===== config.mk =====
export PLATFORM = sky130hd
export DESIGN_NAME = frame_averager
export DESIGN_NICKNAME = d
export VERILOG_FILES = /design/src/rtl/frame_averager.sv
export SDC_FILE = /design/constraint.sdc
export NUM_CORES = 1
export LEC_CHECK = 0
export CAP_MARGIN = 10
export CORE_UTILIZATION = 62
export CTS_BUF_LIST = sky130_fd_sc_hd__clkbuf_16
export DETAILED_ROUTE_END_ITERATION = 12
export GPL_TIMING_DRIVEN = 1
export PLACE_DENSITY = 0.77
export SLEW_MARGIN = 20
export SYNTH_ARGS = -nofsm -noshare
export SYNTH_HDL_FRONTEND = slang
export SYNTH_SLANG_ARGS = --single-unit

===== constraint.sdc =====
create_clock -name clk -period 7.04 [get_ports clk]
set_input_delay 1.408 -clock clk [delete_from_list [all_inputs] [get_ports clk]]
set_output_delay 1.408 -clock clk [all_outputs]
set_load 0.03 [all_outputs]

===== src/rtl/frame_averager.sv =====
// Purpose : averages N_FRAMES consecutive frames of M signed 32-bit samples per index.
// Latency : first averaged word is offered the cycle after the final sample is registered.
// Backpressure: out_valid/out_ready handshake; the output word holds while out_ready is low.
//
// Ports:
//   clk, reset_n          - single rising-edge clock, asynchronous active-low reset
//   start                 - one-cycle run request, honoured only when idle
//   data_valid, data      - upstream sample stream (two's complement)
//   busy                  - run in progress (accumulating or dumping)
//   out_valid, out_ready  - output handshake
//   out_data, out_last    - averaged word and marker for index M-1
//   done                  - one-cycle pulse after the last word transfers
//   dropped               - sticky: a sample arrived while not accumulating
module frame_averager #(
  parameter int M        = 16,
  parameter int N_FRAMES = 8,
  parameter int ACC_W    = 40
) (
  input  logic        clk,
  input  logic        reset_n,
  input  logic        start,
  input  logic        data_valid,
  input  logic [31:0] data,
  output logic        busy,
  output logic        out_valid,
  input  logic        out_ready,
  output logic [31:0] out_data,
  output logic        out_last,
  output logic        done,
  output logic        dropped
);

  localparam int LOG2N = $clog2(N_FRAMES);
  localparam int IDX_W = $clog2(M);
  // A one-frame run still needs a 1-bit frame counter to keep widths legal.
  localparam int FR_W  = (LOG2N > 0) ? LOG2N : 1;

  typedef enum logic [1:0] {
    S_IDLE  = 2'd0,
    S_ACCUM = 2'd1,
    S_DUMP  = 2'd2
  } state_t;

  state_t state, state_nxt;

  logic [IDX_W-1:0] idx;
  logic [IDX_W-1:0] rd_idx;
  logic [FR_W-1:0]  frame;
  logic [ACC_W-1:0] acc [M];
  logic [ACC_W-1:0] sample_ext;

  logic accept;
  logic idx_last;
  logic frame_last;
  logic rd_last;
  logic xfer;

  assign sample_ext = ACC_W'($signed(data));
  assign accept     = (state == S_ACCUM) && data_valid;
  assign idx_last   = (idx == IDX_W'(M - 1));
  assign frame_last = (frame == FR_W'(N_FRAMES - 1));
  assign rd_last    = (rd_idx == IDX_W'(M - 1));
  assign xfer       = (state == S_DUMP) && out_ready;

  // State register
  always_ff @(posedge clk or negedge reset_n) begin
    if (!reset_n) begin
      state <= S_IDLE;
    end else begin
      state <= state_nxt;
    end
  end

  // Next-state logic
  always_comb begin
    state_nxt = state;
    case (state)
      S_IDLE:  if (start) state_nxt = S_ACCUM;
      S_ACCUM: if (accept && idx_last && frame_last) state_nxt = S_DUMP;
      S_DUMP:  if (xfer && rd_last) state_nxt = S_IDLE;
      default: state_nxt = S_IDLE;
    endcase
  end

  // Outputs. out_data is forced to zero outside DUMP so reset shows a clean bus
  // even though the accumulator array itself is never reset.
  always_comb begin
    busy      = (state == S_ACCUM) || (state == S_DUMP);
    out_valid = (state == S_DUMP);
    out_last  = out_valid && rd_last;
    out_data  = out_valid ? acc[rd_idx][LOG2N +: 32] : 32'd0;
  end

  // Counters and status flags
  always_ff @(posedge clk or negedge reset_n) begin
    if (!reset_n) begin
      idx     <= '0;
      rd_idx  <= '0;
      frame   <= '0;
      dropped <= 1'b0;
      done    <= 1'b0;
    end else begin
      done <= xfer && rd_last;

      if (state == S_IDLE && start) begin
        idx     <= '0;
        frame   <= '0;
        dropped <= 1'b0;
      end else if (data_valid && state != S_ACCUM) begin
        dropped <= 1'b1;
      end

      // M is a power of two, so the natural counter wrap gives M-1 -> 0.
      if (accept) begin
        idx <= idx + 1'b1;
        if (idx_last) frame <= frame + 1'b1;
      end

      if (accept && idx_last && frame_last) begin
        rd_idx <= '0;
      end else if (xfer) begin
        rd_idx <= rd_idx + 1'b1;
      end
    end
  end

  // Accumulator array: the first frame overwrites, so no clear pass and no reset needed.
  always_ff @(posedge clk) begin
    if (accept) begin
      if (frame == '0) begin
        acc[idx] <= sample_ext;
      end else begin
        acc[idx] <= acc[idx] + sample_ext;
      end
    end
  end

endmodule

Word level (Yosys, flattened, before mapping)
Memories as Yosys holds them, arrays and structs flattened.
Cells that the tools add are included.
- eq/ne operators: 9
- add/sub/neg operators: 4
- reduce and logical (&&, ||, !) cells: 15
- bitwise logic cells: 1
- muxes and demuxes: 21
- operator list (kind ; count):
    $add A40 B40 Y40 ; 1
    $mux W40 ; 1
    $mux W32 ; 1
    $mux W4 ; 4
    $mux W3 ; 3
    $add A4 B1 Y4 const B ; 2
    $eq A4 B4 Y1 const B ; 2
    $logic_and A1 B1 Y1 ; 8
    $mux W1 ; 8
    $mux W2 ; 3
    $ne A2 B1 Y1 const B ; 3
    $pmux W2 S3 ; 1
    $reduce_bool A2 Y1 ; 3
    $add A3 B1 Y3 const B ; 1
    $eq A3 B3 Y1 const B ; 1
    $logic_not A3 Y1 ; 1
    $reduce_and A3 Y1 ; 1
    $eq A2 B1 Y1 const B ; 1
    $eq A2 B2 Y1 const B ; 1
    $logic_not A2 Y1 ; 1
    $ne A2 B2 Y1 const B ; 1
    $logic_or A1 B1 Y1 ; 1
    $or A1 B1 Y1 ; 1
- bits in registers: 15
- memory bits (writable): 640
- output and inout port bits: 37
- input port bits: 37
- memories: 1
- word-level logic and storage cells: 57
- memories (memory ; words ; bits a word ; rd ports ; clocked after memory_dff ; write ports ; line ; source):
    acc ; 16 ; 40 ; 2 ; 0 ; 1 ; 49 ; logic [ACC_W-1:0] acc [M];

Depth between registers and ports, before layout
- depth in word-level cells: 6
- depth in mapped cells: 16
- depth with buffers taken out: 13

Worst setup path before layout
OpenSTA, ideal clock, no wires.
- path kind: register to register
- from: register idx[0]
- to: memory acc[0][32] (data pin)
- stages on the path, launching flop included: 16
- path buffers: 2
- slack: 1945 ps
- arrival time: 4754 ps
- library setup time: 341 ps
- period minus slack after synthesis: 5095 ps
- data required time: 6699 ps
- cells stage by stage: dfrtp_1 buf_2 buf_1 mux4_2 mux4_2 ha_1 inv_1 fa_1 nand2b_1 a21oi_2 o32a_4 a211oi_2 nor4_2 and4b_4 o31a_1 o31ai_1
- cells in the longest elaborated chain, start to end: 3
- RTL lines (item ; line ; source):
    from (decl) ; 46 ; logic [IDX_W-1:0] idx;
    from (signal assigned) ; 115 ; idx <= idx + 1'b1;
    $mem_v2 Z16 W40 ; - ;
    $add A40 B40 Y40 ; 133 ; acc[idx] <= acc[idx] + sample_ext;
    $mux W40 (no source line) ; - ;
    to (decl) ; 49 ;
Every way passes these cells.

Final worst setup path
- from: register idx[0]
- to: memory acc[13][30] (data pin)
The elaborated chain is that of the path after synthesis.

==> impl_metrics.ini <==
[logic_synthesis]
synth_edf_count = 560
syn_inst = 1471
synth_nets = 1555
synth_cell_types = 64
syn_area_per_cell_um2 = 19.1
yosys_warnings = 0
synth-async-reset-ratio_pct = 2.61
yosysSeqAreaShare_pct = 61.1
ys_ff_latch = 575
synth_ff_type = edfxtp_1
netlist_area_mm2 = 0.0281

[die]
die-width_um = 215
fp.dieArea_mm2 = 0.0462
row_count = 77
core_mm2 = 0.0445
initial_core_util_pct = 63.2
die_y_um = 215
num_io_pins = 74

[pwr]
p_per_area_mw_per_mm2 = 328
p_clk_share_pct = 31.2
power.share.sequential_pct = 41.4
p_int_mw = 7.29
swShare_pct = 30.0
combPwrFrac_pct = 27.5
leakage_nw = 10.0
vdd_drop_max_v = 0.000211
switchingPower_mw = 3.13
power.total_mw = 10.4

[setup_path]
path_class = reg2reg
critPathCaptureType = register
start_kind = register
crit_path_max_fanout = 46
cp.arrival_ns = 6.06
required_ns = 7.32

[sta]
setup_tns_ns = 0
period_needed_ns = 5.78
period_share_pct = 82.1
clock.fmax_mhz = 173
hold_violations = 0
rsz0062_at_grt = no
setup_viol = 0
skew_ns = 0.0240
worstMarginPinSlew_ns = 1.04
slew_viol_final = 0
slew_headroom_pct = 30.9

[clock_tree]
worstSkewPairLatency_ns = 0.61
clk_pin_slew_ns = 0.06
cts_root_buf = clkbuf_16
cts_max_level = 2
post_cts_resized = 0
cts_made_buffers = 57
clkSinkCount = 575
tritoncts = built
cts_hold_buf = 0
cts_setup_buffers = 0
cts_max_path_buffers = 3

[flow_run]
drv_cap = 0

[place]
portBuffers = 73
place_area_mm2 = 0.0297
gp_congestion = 0.939
dp_hpwl_um = 39900

[finish]
layout_common_cells = edfxtp_1, mux4_2, clkdlybuf4s50_1, nand2_1, clkbuf_16
stdcell_area_mm2 = 0.0318
nNetsFinal = 1645
area_growth_pct = 13.0
diodes = 0
drive_gt1_share_pct = 33.0
final_common_cell = edfxtp_1

[routing]
wl_per_cell_um = 31.5
drt-initial-drc-count = 1927
ant_nets = 0
wl_um = 69300
viasPerCell = 7.11
vias = 15700
route.detailed.drc = 0
firstDrtPassIters = 6

[global_routing]
antenna_found_initial = 0
grtUsageTotal_pct = 31.0
grt-ovfl-total = 0
first_global_vias = 16200
grt_pass1_wl_um = 103000
grt_max_degree = 116

[outcome]
status = completed

[hold_path]
hp-class = reg2reg
==> kinds of logic after synthesis <==
kind of cell	Yosys count	share of synthesized area (%)
buffers and inverters	120	1.79
AO/OA/AOI/OAI	154	3.48
XOR/XNOR	33	1.03
multiplexers	334	26.7
adder cells (fa/ha/maj)	47	2.12
flip-flops	575	61.1
AND/OR/NAND/NOR	208	3.70
==> registers in the layout, indices dropped and copies added (netlist names) <==
register and flops:
state 2, rd_idx 4, done 1, acc 560, idx 4, dropped 1
frame 3
==> metal layers <==
metal	track usage [%]	vias up	share of wire, %
li1	-	6425	-
met1	44.0	8182	37
met2	48.9	924	49
met3	7.12	130	11
met4	9.57	0	2.7
met5	0	-	0
==> power groups by stage <==
stage / Sequential [mW] / Combinational [mW] / Clock (mW)
6_report: 4.32 / 2.86 / 3.25
2_1_floorplan: 4.22 / 2.16 / 0
3_5_place_dp: 4.39 / 2.80 / 0
3_3_place_gp: 4.37 / 2.76 / 0
4_1_cts: 4.32 / 2.83 / 3.27
5_1_grt: 4.34 / 3.05 / 3.39
==> metrics by stage <==
step,cells,worst slack (ns),utilization (%),hold slack (ns)
3_5_place_dp,2093,1.22,66.8,0.529
6_report,2202,1.26,71.4,0.537
4_1_cts,2201,1.17,71.3,0.544
2_1_floorplan,1471,1.95,-,0.486
3_3_place_gp,2093,1.27,66.8,0.511
5_1_grt,2202,0.903,71.4,0.555
==> worst paths after layout <==
check / start / endpoint / slack, ns / cells past startpoint
max reg2reg: idx[0]$_DFFE_PN0P_ / acc[13][30]$_DFFE_PP_ / 1.26 / 11
min in group asynchronous: reset_n / idx[0]$_DFFE_PN0P_ / 1.24 / 1
min: frame[0]$_DFF_PN0_ / frame[0]$_DFF_PN0_ / 0.54 / 1
max in group asynchronous: reset_n / rd_idx[1]$_DFFE_PN0P_ / 5.25 / 1
min reg2reg: frame[0]$_DFF_PN0_ / frame[0]$_DFF_PN0_ / 0.54 / 1
max: idx[0]$_DFFE_PN0P_ / acc[13][30]$_DFFE_PP_ / 1.26 / 11
==> worst max-delay path, stage by stage (launching register included) <==
cell and delay (ns):
dfrtp_4 1.08, buf_4 0.37, mux4_2 0.53, mux4_2 0.53, ha_1 0.41, nand2_1 0.12
nor4_1 0.68, a211oi_1 0.22, nor2_1 0.33, a31oi_1 0.18, xor2_1 0.17, o21ai_1 0.72
==> layout make-up <==
cell class / count / area (um2)
Timing Repair Buffer: 128 / 1250
Clock inverter: 49 / 539
Clock buffer: 59 / 1480
Sequential cell: 575 / 17200
Multi-Input combinational cell: 776 / 10500
Tap cell: 592 / 741
Fill cell: 2692 / 12700
Inverter: 23 / 86.3
==> cell usage after synthesis (2+ instances only) <==
| cell | count | area [um2] |
|---|---|---|
| a211oi_1 | 4 | 30.0 |
| a21o_1 | 5 | 37.5 |
| a21oi_1 | 42 | 210 |
| a21oi_2 | 3 | 26.3 |
| a221o_1 | 2 | 20.0 |
| a31oi_1 | 4 | 25.0 |
| and2_1 | 54 | 338 |
| and3_1 | 3 | 18.8 |
| buf_1 | 17 | 63.8 |
| buf_2 | 22 | 110 |
| buf_6 | 3 | 33.8 |
| clkbuf_1 | 54 | 203 |
| dfrtp_1 | 15 | 375 |
| edfxtp_1 | 560 | 16800 |
| ha_1 | 46 | 576 |
| inv_1 | 23 | 86.3 |
| mux4_2 | 334 | 7520 |
| nand2_1 | 72 | 270 |
| nand2b_1 | 4 | 25.0 |
| nand3_1 | 18 | 90.1 |
| nand4_1 | 6 | 37.5 |
| nor2_1 | 30 | 113 |
| nor3_1 | 6 | 30.0 |
| nor4_1 | 3 | 18.8 |
| o211ai_1 | 2 | 15.0 |
| o211ai_2 | 2 | 25.0 |
| o21a_1 | 5 | 37.5 |
| o21ai_0 | 38 | 190 |
| o21ai_1 | 20 | 100 |
| o21bai_1 | 4 | 30.0 |
| o22ai_1 | 3 | 18.8 |
| o31ai_1 | 3 | 22.5 |
| or2_2 | 2 | 12.5 |
| xnor2_1 | 17 | 149 |
| xor2_1 | 16 | 140 |
Note: power is estimated with default switching activity, not from simulation.
